File: config.mk
export PLATFORM = sky130hd
export DESIGN_NAME = rd_valid_gen
export DESIGN_NICKNAME = d
export VERILOG_FILES = /design/src/rtl/rd_valid_gen_pkg.sv /design/src/rtl/rd_valid_dly_lane.sv /design/src/rtl/rd_valid_gen.sv
export SDC_FILE = /design/constraint.sdc
export NUM_CORES = 1
export LEC_CHECK = 0
export CAP_MARGIN = 20
export CORE_UTILIZATION = 48
export DETAILED_ROUTE_END_ITERATION = 8
export PLACE_DENSITY = 0.85
export SLEW_MARGIN = 20
export SYNTH_ARGS = -nofsm -noshare
export SYNTH_HDL_FRONTEND = slang
export SYNTH_SLANG_ARGS = --single-unit
File: constraint.sdc
create_clock -name SCLK -period 3 [get_ports SCLK]
set_input_delay 0.75 -clock SCLK [delete_from_list [all_inputs] [get_ports SCLK]]
set_output_delay 0.75 -clock SCLK [all_outputs]
set_load 0.05 [all_outputs]
File: src/rtl/rd_valid_gen_pkg.sv
// Shared definitions for the per-lane read-valid generator: FSM encoding,
// default latency geometry and the latency-code clamp.
package rd_valid_gen_pkg;

    localparam logic S_RUN  = 1'b0;
    localparam logic S_PEND = 1'b1;

    localparam int DEF_MAX_LAT   = 16;
    localparam int DEF_LAT_WIDTH = 4;

    // Out-of-range codes saturate to the deepest usable tap.
    function automatic int unsigned clamp_lat(input int unsigned code, input int unsigned max_lat);
        return (code >= max_lat) ? (max_lat - 1) : code;
    endfunction

endpackage

File: src/rtl/rd_valid_dly_lane.sv
// One lane of the read-valid delay: shift register fed by dfi_rddata_en,
// latency tap mux and registered, enable-masked valid output.
module rd_valid_dly_lane
    import rd_valid_gen_pkg::*;
#(
    parameter int MAX_LAT   = DEF_MAX_LAT,
    parameter int LAT_WIDTH = DEF_LAT_WIDTH
) (
    input  logic                 SCLK,
    input  logic                 reset_n,
    input  logic                 req_i,
    input  logic                 flush_i,
    input  logic                 enable_i,
    input  logic [LAT_WIDTH-1:0] lat_i,
    output logic                 tap_o,
    output logic                 last_o,
    output logic                 valid_o
);
    localparam int TAPS = 1 << LAT_WIDTH;

    logic [MAX_LAT-1:0] sr_q;
    logic [MAX_LAT-1:0] sr_d;
    logic [TAPS-1:0]    sr_ext;
    logic               valid_q;
    logic               valid_d;

    // A latency change drops stale bits that already passed the old tap,
    // so they cannot resurface at a deeper new tap.
    always_comb begin
        if (flush_i) begin
            sr_d = {{(MAX_LAT-1){1'b0}}, req_i};
        end else begin
            sr_d = {sr_q[MAX_LAT-2:0], req_i};
        end
    end

    assign sr_ext  = TAPS'(sr_q);
    assign tap_o   = sr_ext[lat_i];
    assign last_o  = sr_q[MAX_LAT-1];
    assign valid_d = tap_o & enable_i;
    assign valid_o = valid_q;

    always_ff @(posedge SCLK or negedge reset_n) begin
        if (!reset_n) begin
            sr_q    <= '0;
            valid_q <= 1'b0;
        end else begin
            sr_q    <= sr_d;
            valid_q <= valid_d;
        end
    end

endmodule

File: src/rtl/rd_valid_gen.sv
// Per-lane read-valid generator: delays dfi_rddata_en by a trained per-lane
// latency; latency updates wait for an empty pipeline. Optional per-lane
// valid counters are built when RD_VALID_GEN_STATS_EN is defined.
module rd_valid_gen
    import rd_valid_gen_pkg::*;
#(
    parameter int IOG_DQS_LANES = 2,
    parameter int MAX_LAT       = DEF_MAX_LAT,
    parameter int LAT_WIDTH     = DEF_LAT_WIDTH,
    parameter int CNT_WIDTH     = 5
) (
    input  logic                               SCLK,
    input  logic                               reset_n,
    input  logic                               dfi_rddata_en,
    input  logic [IOG_DQS_LANES*LAT_WIDTH-1:0] lane_rd_lat,
    input  logic                               lat_load,
    input  logic [IOG_DQS_LANES-1:0]           lane_enable,
`ifdef RD_VALID_GEN_STATS_EN
    input  logic                               stats_clr,
    output logic [IOG_DQS_LANES*16-1:0]        lane_valid_cnt,
`endif
    output logic [IOG_DQS_LANES-1:0]           iog_rddata_valid_pre,
    output logic                               lat_busy,
    output logic [IOG_DQS_LANES*LAT_WIDTH-1:0] lat_active,
    output logic [CNT_WIDTH-1:0]               inflight,
    output logic                               lat_err
);
    localparam logic [CNT_WIDTH-1:0] CNT_MAX = '1;

    logic                               state_q, state_d;
    logic [IOG_DQS_LANES*LAT_WIDTH-1:0] pend_lat_q, pend_lat_d;
    logic [IOG_DQS_LANES*LAT_WIDTH-1:0] lat_active_q, lat_active_d;
    logic [CNT_WIDTH-1:0]               inflight_q, inflight_d;
    logic                               lat_err_q, lat_err_d;

    logic [IOG_DQS_LANES*LAT_WIDTH-1:0] load_lat;
    logic [IOG_DQS_LANES-1:0]           code_bad;
    logic [IOG_DQS_LANES-1:0]           lane_tap;
    logic [IOG_DQS_LANES-1:0]           lane_last;
    logic                               apply;
    logic                               dec;

    genvar gi;
    generate
        for (gi = 0; gi < IOG_DQS_LANES; gi++) begin : g_lane
            assign code_bad[gi] = (32'(lane_rd_lat[gi*LAT_WIDTH +: LAT_WIDTH]) >= MAX_LAT);
            assign load_lat[gi*LAT_WIDTH +: LAT_WIDTH] =
                LAT_WIDTH'(clamp_lat(32'(lane_rd_lat[gi*LAT_WIDTH +: LAT_WIDTH]), MAX_LAT));

            rd_valid_dly_lane #(
                .MAX_LAT   (MAX_LAT),
                .LAT_WIDTH (LAT_WIDTH)
            ) u_lane (
                .SCLK     (SCLK),
                .reset_n  (reset_n),
                .req_i    (dfi_rddata_en),
                .flush_i  (apply),
                .enable_i (lane_enable[gi]),
                .lat_i    (lat_active_q[gi*LAT_WIDTH +: LAT_WIDTH]),
                .tap_o    (lane_tap[gi]),
                .last_o   (lane_last[gi]),
                .valid_o  (iog_rddata_valid_pre[gi])
            );
        end
    endgenerate

    // Retire a request at the deepest enabled tap. All delay lines carry the
    // same bits, so with every lane disabled the OR of last stages is that tap.
    always_comb begin
        logic                 any_en;
        logic [LAT_WIDTH-1:0] slow_lat;
        any_en   = 1'b0;
        slow_lat = '0;
        dec      = |lane_last;
        for (int i = 0; i < IOG_DQS_LANES; i++) begin
            if (lane_enable[i] &&
                (!any_en || (lat_active_q[i*LAT_WIDTH +: LAT_WIDTH] > slow_lat))) begin
                any_en   = 1'b1;
                slow_lat = lat_active_q[i*LAT_WIDTH +: LAT_WIDTH];
                dec      = lane_tap[i];
            end
        end
    end

    always_comb begin
        inflight_d = inflight_q;
        if (dfi_rddata_en && !dec) begin
            if (inflight_q != CNT_MAX) begin
                inflight_d = inflight_q + 1'b1;
            end
        end else if (!dfi_rddata_en && dec) begin
            if (inflight_q != '0) begin
                inflight_d = inflight_q - 1'b1;
            end
        end
    end

    // A fresh load always wins over applying the previous pending value.
    always_comb begin
        state_d      = state_q;
        pend_lat_d   = pend_lat_q;
        lat_active_d = lat_active_q;
        lat_err_d    = lat_err_q | (lat_load & (|code_bad));
        apply        = 1'b0;
        if (lat_load) begin
            pend_lat_d = load_lat;
            state_d    = S_PEND;
        end else if ((state_q == S_PEND) && (inflight_q == '0) && !dfi_rddata_en) begin
            lat_active_d = pend_lat_q;
            state_d      = S_RUN;
            apply        = 1'b1;
        end
    end

    always_ff @(posedge SCLK or negedge reset_n) begin
        if (!reset_n) begin
            state_q      <= S_RUN;
            pend_lat_q   <= '0;
            lat_active_q <= '0;
            inflight_q   <= '0;
            lat_err_q    <= 1'b0;
        end else begin
            state_q      <= state_d;
            pend_lat_q   <= pend_lat_d;
            lat_active_q <= lat_active_d;
            inflight_q   <= inflight_d;
            lat_err_q    <= lat_err_d;
        end
    end

    assign lat_busy   = (state_q == S_PEND);
    assign lat_active = lat_active_q;
    assign inflight   = inflight_q;
    assign lat_err    = lat_err_q;

`ifdef RD_VALID_GEN_STATS_EN
    generate
        for (gi = 0; gi < IOG_DQS_LANES; gi++) begin : g_stats
            logic [15:0] cnt_q;
            logic [15:0] cnt_d;

            always_comb begin
                cnt_d = cnt_q;
                if (stats_clr) begin
                    cnt_d = '0;
                end else if (iog_rddata_valid_pre[gi] && (cnt_q != 16'hFFFF)) begin
                    cnt_d = cnt_q + 16'd1;
                end
            end

            always_ff @(posedge SCLK or negedge reset_n) begin
                if (!reset_n) begin
                    cnt_q <= '0;
                end else begin
                    cnt_q <= cnt_d;
                end
            end

            assign lane_valid_cnt[gi*16 +: 16] = cnt_q;
        end
    endgenerate
`endif

endmodule

==> results.py <==
metrics = {
    "run_status": {
        "status": "finished, violations left",
        "violations": "negative setup slack",
    },
    "grt": {
        "grt_max_degree": 41,
        "grt_pass1_vias": 1577,
        "grt_util_met2_pct": 38.63,
        "use_met3_pct": 5.308,
        "antenna_found_initial": 0,
        "grt-ovfl-total": 0,
        "grt_pass1_wl_um": 7541,
        "grt_usage_pct": 23.51,
        "top_usage_layer": "met2",
        "grt_util_met1_pct": 27.55,
    },
    "placement": {
        "dp_hpwl_um": 3242,
        "dp.cells": 252,
        "routabilityCongestion": 0.9173,
        "placedInstanceArea_um2": 2540,
        "portBuffers": 29,
    },
    "synthesis": {
        "synth-edff-count": 0,
        "synth_seq_cells": 40,
        "synth_top_cells_by_area": "dfrtp_1 (49%), mux2_2 (8.9%), mux4_2 (6.7%)",
        "yosys_most_used_dff": "dfrtp_1",
        "netlist_instances": 163,
        "yosysTopAreaCellShare_pct": 49.32,
        "ys_top_cells_by_count": "dfrtp_1 (40), nor2b_1 (17), mux2_2 (16)",
        "ys_seq_area_share_pct": 49.32,
        "synth.distinct_cells": 36,
        "syn_area_um2": 2029,
        "yosys.area.top_type": "dfrtp_1",
        "async_reset_ff_share_pct": 100.0,
        "syn_nets": 185,
        "syn_area_per_cell_um2": 12.45,
        "synth.most_common_cell": "dfrtp_1",
        "synth_warnings": 0,
    },
    "floorplanning": {
        "die_h_um": 67.03,
        "row_count": 23,
        "die_w_um": 67.03,
        "start_util_pct": 50.37,
        "top_level_ports": 31,
        "dieArea_um2": 4492,
        "coreArea_um2": 4029,
    },
    "pwr": {
        "p_per_area_nw_per_um2": 1223,
        "ir_drop_mv": 0.9645,
        "power.total_mw": 3.369,
        "p_leak_nw": 1.180,
    },
    "drt": {
        "finalWirelength_um": 4629,
        "firstDrtPassIters": 4,
        "drc": 0,
        "routed_wire_length_per_instance_um": 17.60,
        "drt_iter0_drc": 61,
        "via_count": 1476,
        "vias_per_cell": 5.612,
        "drtAntennaViolNets": 0,
    },
    "clock_network": {
        "clock_latency_ps": 300,
        "max-clock-path-buffers": 2,
        "cts_num_sinks": 40,
        "cts_tree": "done",
        "cts_hold_buf": 0,
        "clk_pin_slew_worst_paths_ps": 80,
        "cts_root_buf": "clkbuf_8",
        "cts_buffers": 5,
        "h-tree-depth": 2,
    },
    "sta": {
        "setup_violations": 3,
        "slew_headroom_pct": 41.39,
        "fmax_ghz": 0.3169,
        "rsz0062_at_grt": "true",
        "post-route-period-util_pct": 105.2,
        "slew_viol_final": 0,
        "finalCriticalPeriod_ps": 3155,
        "final.setup.worst_slack_ps": -155.3,
        "finalHoldViolations": 0,
        "worst_pin_slew_ps": 879.2,
        "clock_skew_ps": 7.675,
    },
    "final_layout": {
        "final_nets": 234,
        "fin_area_um2": 2755,
        "nFillCells": 277,
        "fin_cells": 263,
        "synthToLayoutAreaGrowth_pct": 35.76,
        "diodes": 0,
        "layout-drive-gt1-share_pct": 35.21,
    },
    "worst_setup_path": {
        "worstPathMaxFanout": 4,
        "end_kind": "register",
        "r2r_setup_slack_ps": -160,
        "worstPathRequired_ps": 3220,
        "worstPathArrival_ps": 3370,
        "cp-start-kind": "register",
        "path_class": "reg -> reg",
    },
    "hold_path": {
        "hold_path.class": "reg -> reg",
    },
    "flow_run": {
        "drv_cap": 0,
    },
}
## registers in the layout (all words and copies together), names as in the netlist
name and cells:
g_lane.u_lane.sr_ext 16, lat_active 8, pend_lat_q 8, inflight 5, g_lane.u_lane.valid_o 2, lat_busy 1
## cell usage in the layout, fill, tap and decap left out, drive strengths merged
| cell | count |
|---|---|
| a221oi | 1 |
| o22ai | 1 |
| o2111a | 1 |
| a21oi | 2 |
| nor2 | 5 |
| dfrtp | 40 |
| nor3 | 5 |
| o21a | 2 |
| and3 | 1 |
| xnor2 | 4 |
| mux2i | 8 |
| nand2b | 2 |
| inv | 4 |
| nor2b | 17 |
| conb | 1 |
| mux4 | 6 |
| o21bai | 2 |
| nand2 | 9 |
| nand4 | 2 |
| clkdlybuf4s50 | 27 |
| nand3 | 2 |
| o21ai | 3 |
| ha | 8 |
| bufinv | 1 |
| a21o | 1 |
| and2 | 2 |
| o211ai | 3 |
| mux2 | 18 |
| buf | 24 |
| xor2 | 2 |
| clkbuf | 7 |
| or4 | 1 |
| a31oi | 1 |
## power by group
part	internal (mW)	switching (mW)
sequential	0.703	0.213
clock	0.293	0.187
combinational	1.00	0.969
## worst max-delay path, stage by stage (launching register included)
cell and delay, ps:
dfrtp_2 440, mux4_2 520, mux2i_1 170, mux2i_1 130, mux2_4 290, a221oi_4 240, ha_2 250, xnor2_2 70
ha_2 220, a21o_1 190, a31oi_1 190, mux2i_1 240, xnor2_1 140
## timing repair
item	4_1_cts	5_1_grt
pin swaps	6	10
setup buffers	3	2
endpoints found under the setup margin	5	5
gates resized for setup	13	6
cloned	0	0
## kinds of logic after synthesis
kind of cell    count (synthesis)  synth area share (%)
compound gates                 17                 5.795
simple gates                   46                 13.07
fa+ha+maj                       8                 4.932
xor+xnor                        6                 2.589
flops                          40                 49.32
other cells                     1                0.1848
buf+inv                        13                 3.514
mux                            32                 20.59
## path summary, 6_finish.rpt
check | startpoint | end | cells after the start
worst max register to register | lat_active[4]$_DFFE_PN0P_ | inflight[4]$_DFFE_PN0P_ | 12
worst min-delay path | pend_lat_q[4]$_DFFE_PN0P_ | lat_active[4]$_DFFE_PN0P_ | 2
worst max-delay path | lat_active[4]$_DFFE_PN0P_ | inflight[4]$_DFFE_PN0P_ | 12
min in group asynchronous | reset_n | g_lane[1].u_lane.sr_ext[1]$_DFF_PN0_ | 1
worst min register to register | pend_lat_q[4]$_DFFE_PN0P_ | lat_active[4]$_DFFE_PN0P_ | 2
max in group asynchronous | reset_n | lat_active[5]$_DFFE_PN0P_ | 1
## per-stage QoR
stage | setup TNS [ps] | util [%] | hold WS [ps] | worst slack (ps)
5_1_grt | -853.3 | 68.39 | 535.9 | -308.1
6_report | -304.0 | 68.39 | 505.8 | -155.3
3_5_place_dp | -3812 | 63.04 | 490.8 | -870.3
4_1_cts | -195.3 | 67.55 | 507.8 | -134.4
3_3_place_gp | -3425 | 63.04 | 471.7 | -775.2
2_1_floorplan | -175.9 | - | 445.9 | -175.9
## layout make-up
type                    instances  area, um2  area share [%]
well taps                      50      62.56           2.271
repair buffers                 51      460.4           16.71
clock inverters                 1      30.03           1.090
multi-input cells             110       1082           39.28
flip-flops and latches         40       1008           36.60
clock buffers                   7      96.34           3.497
inverters                       4      15.01          0.5450
## layer usage
layer / up-vias / share of wire (%)
li1: 673 / -
met4: 0 / 3.5
met1: 741 / 41
met5: - / 0
met3: 14 / 4.3
met2: 48 / 51
Power figures use the tool's default switching activity.
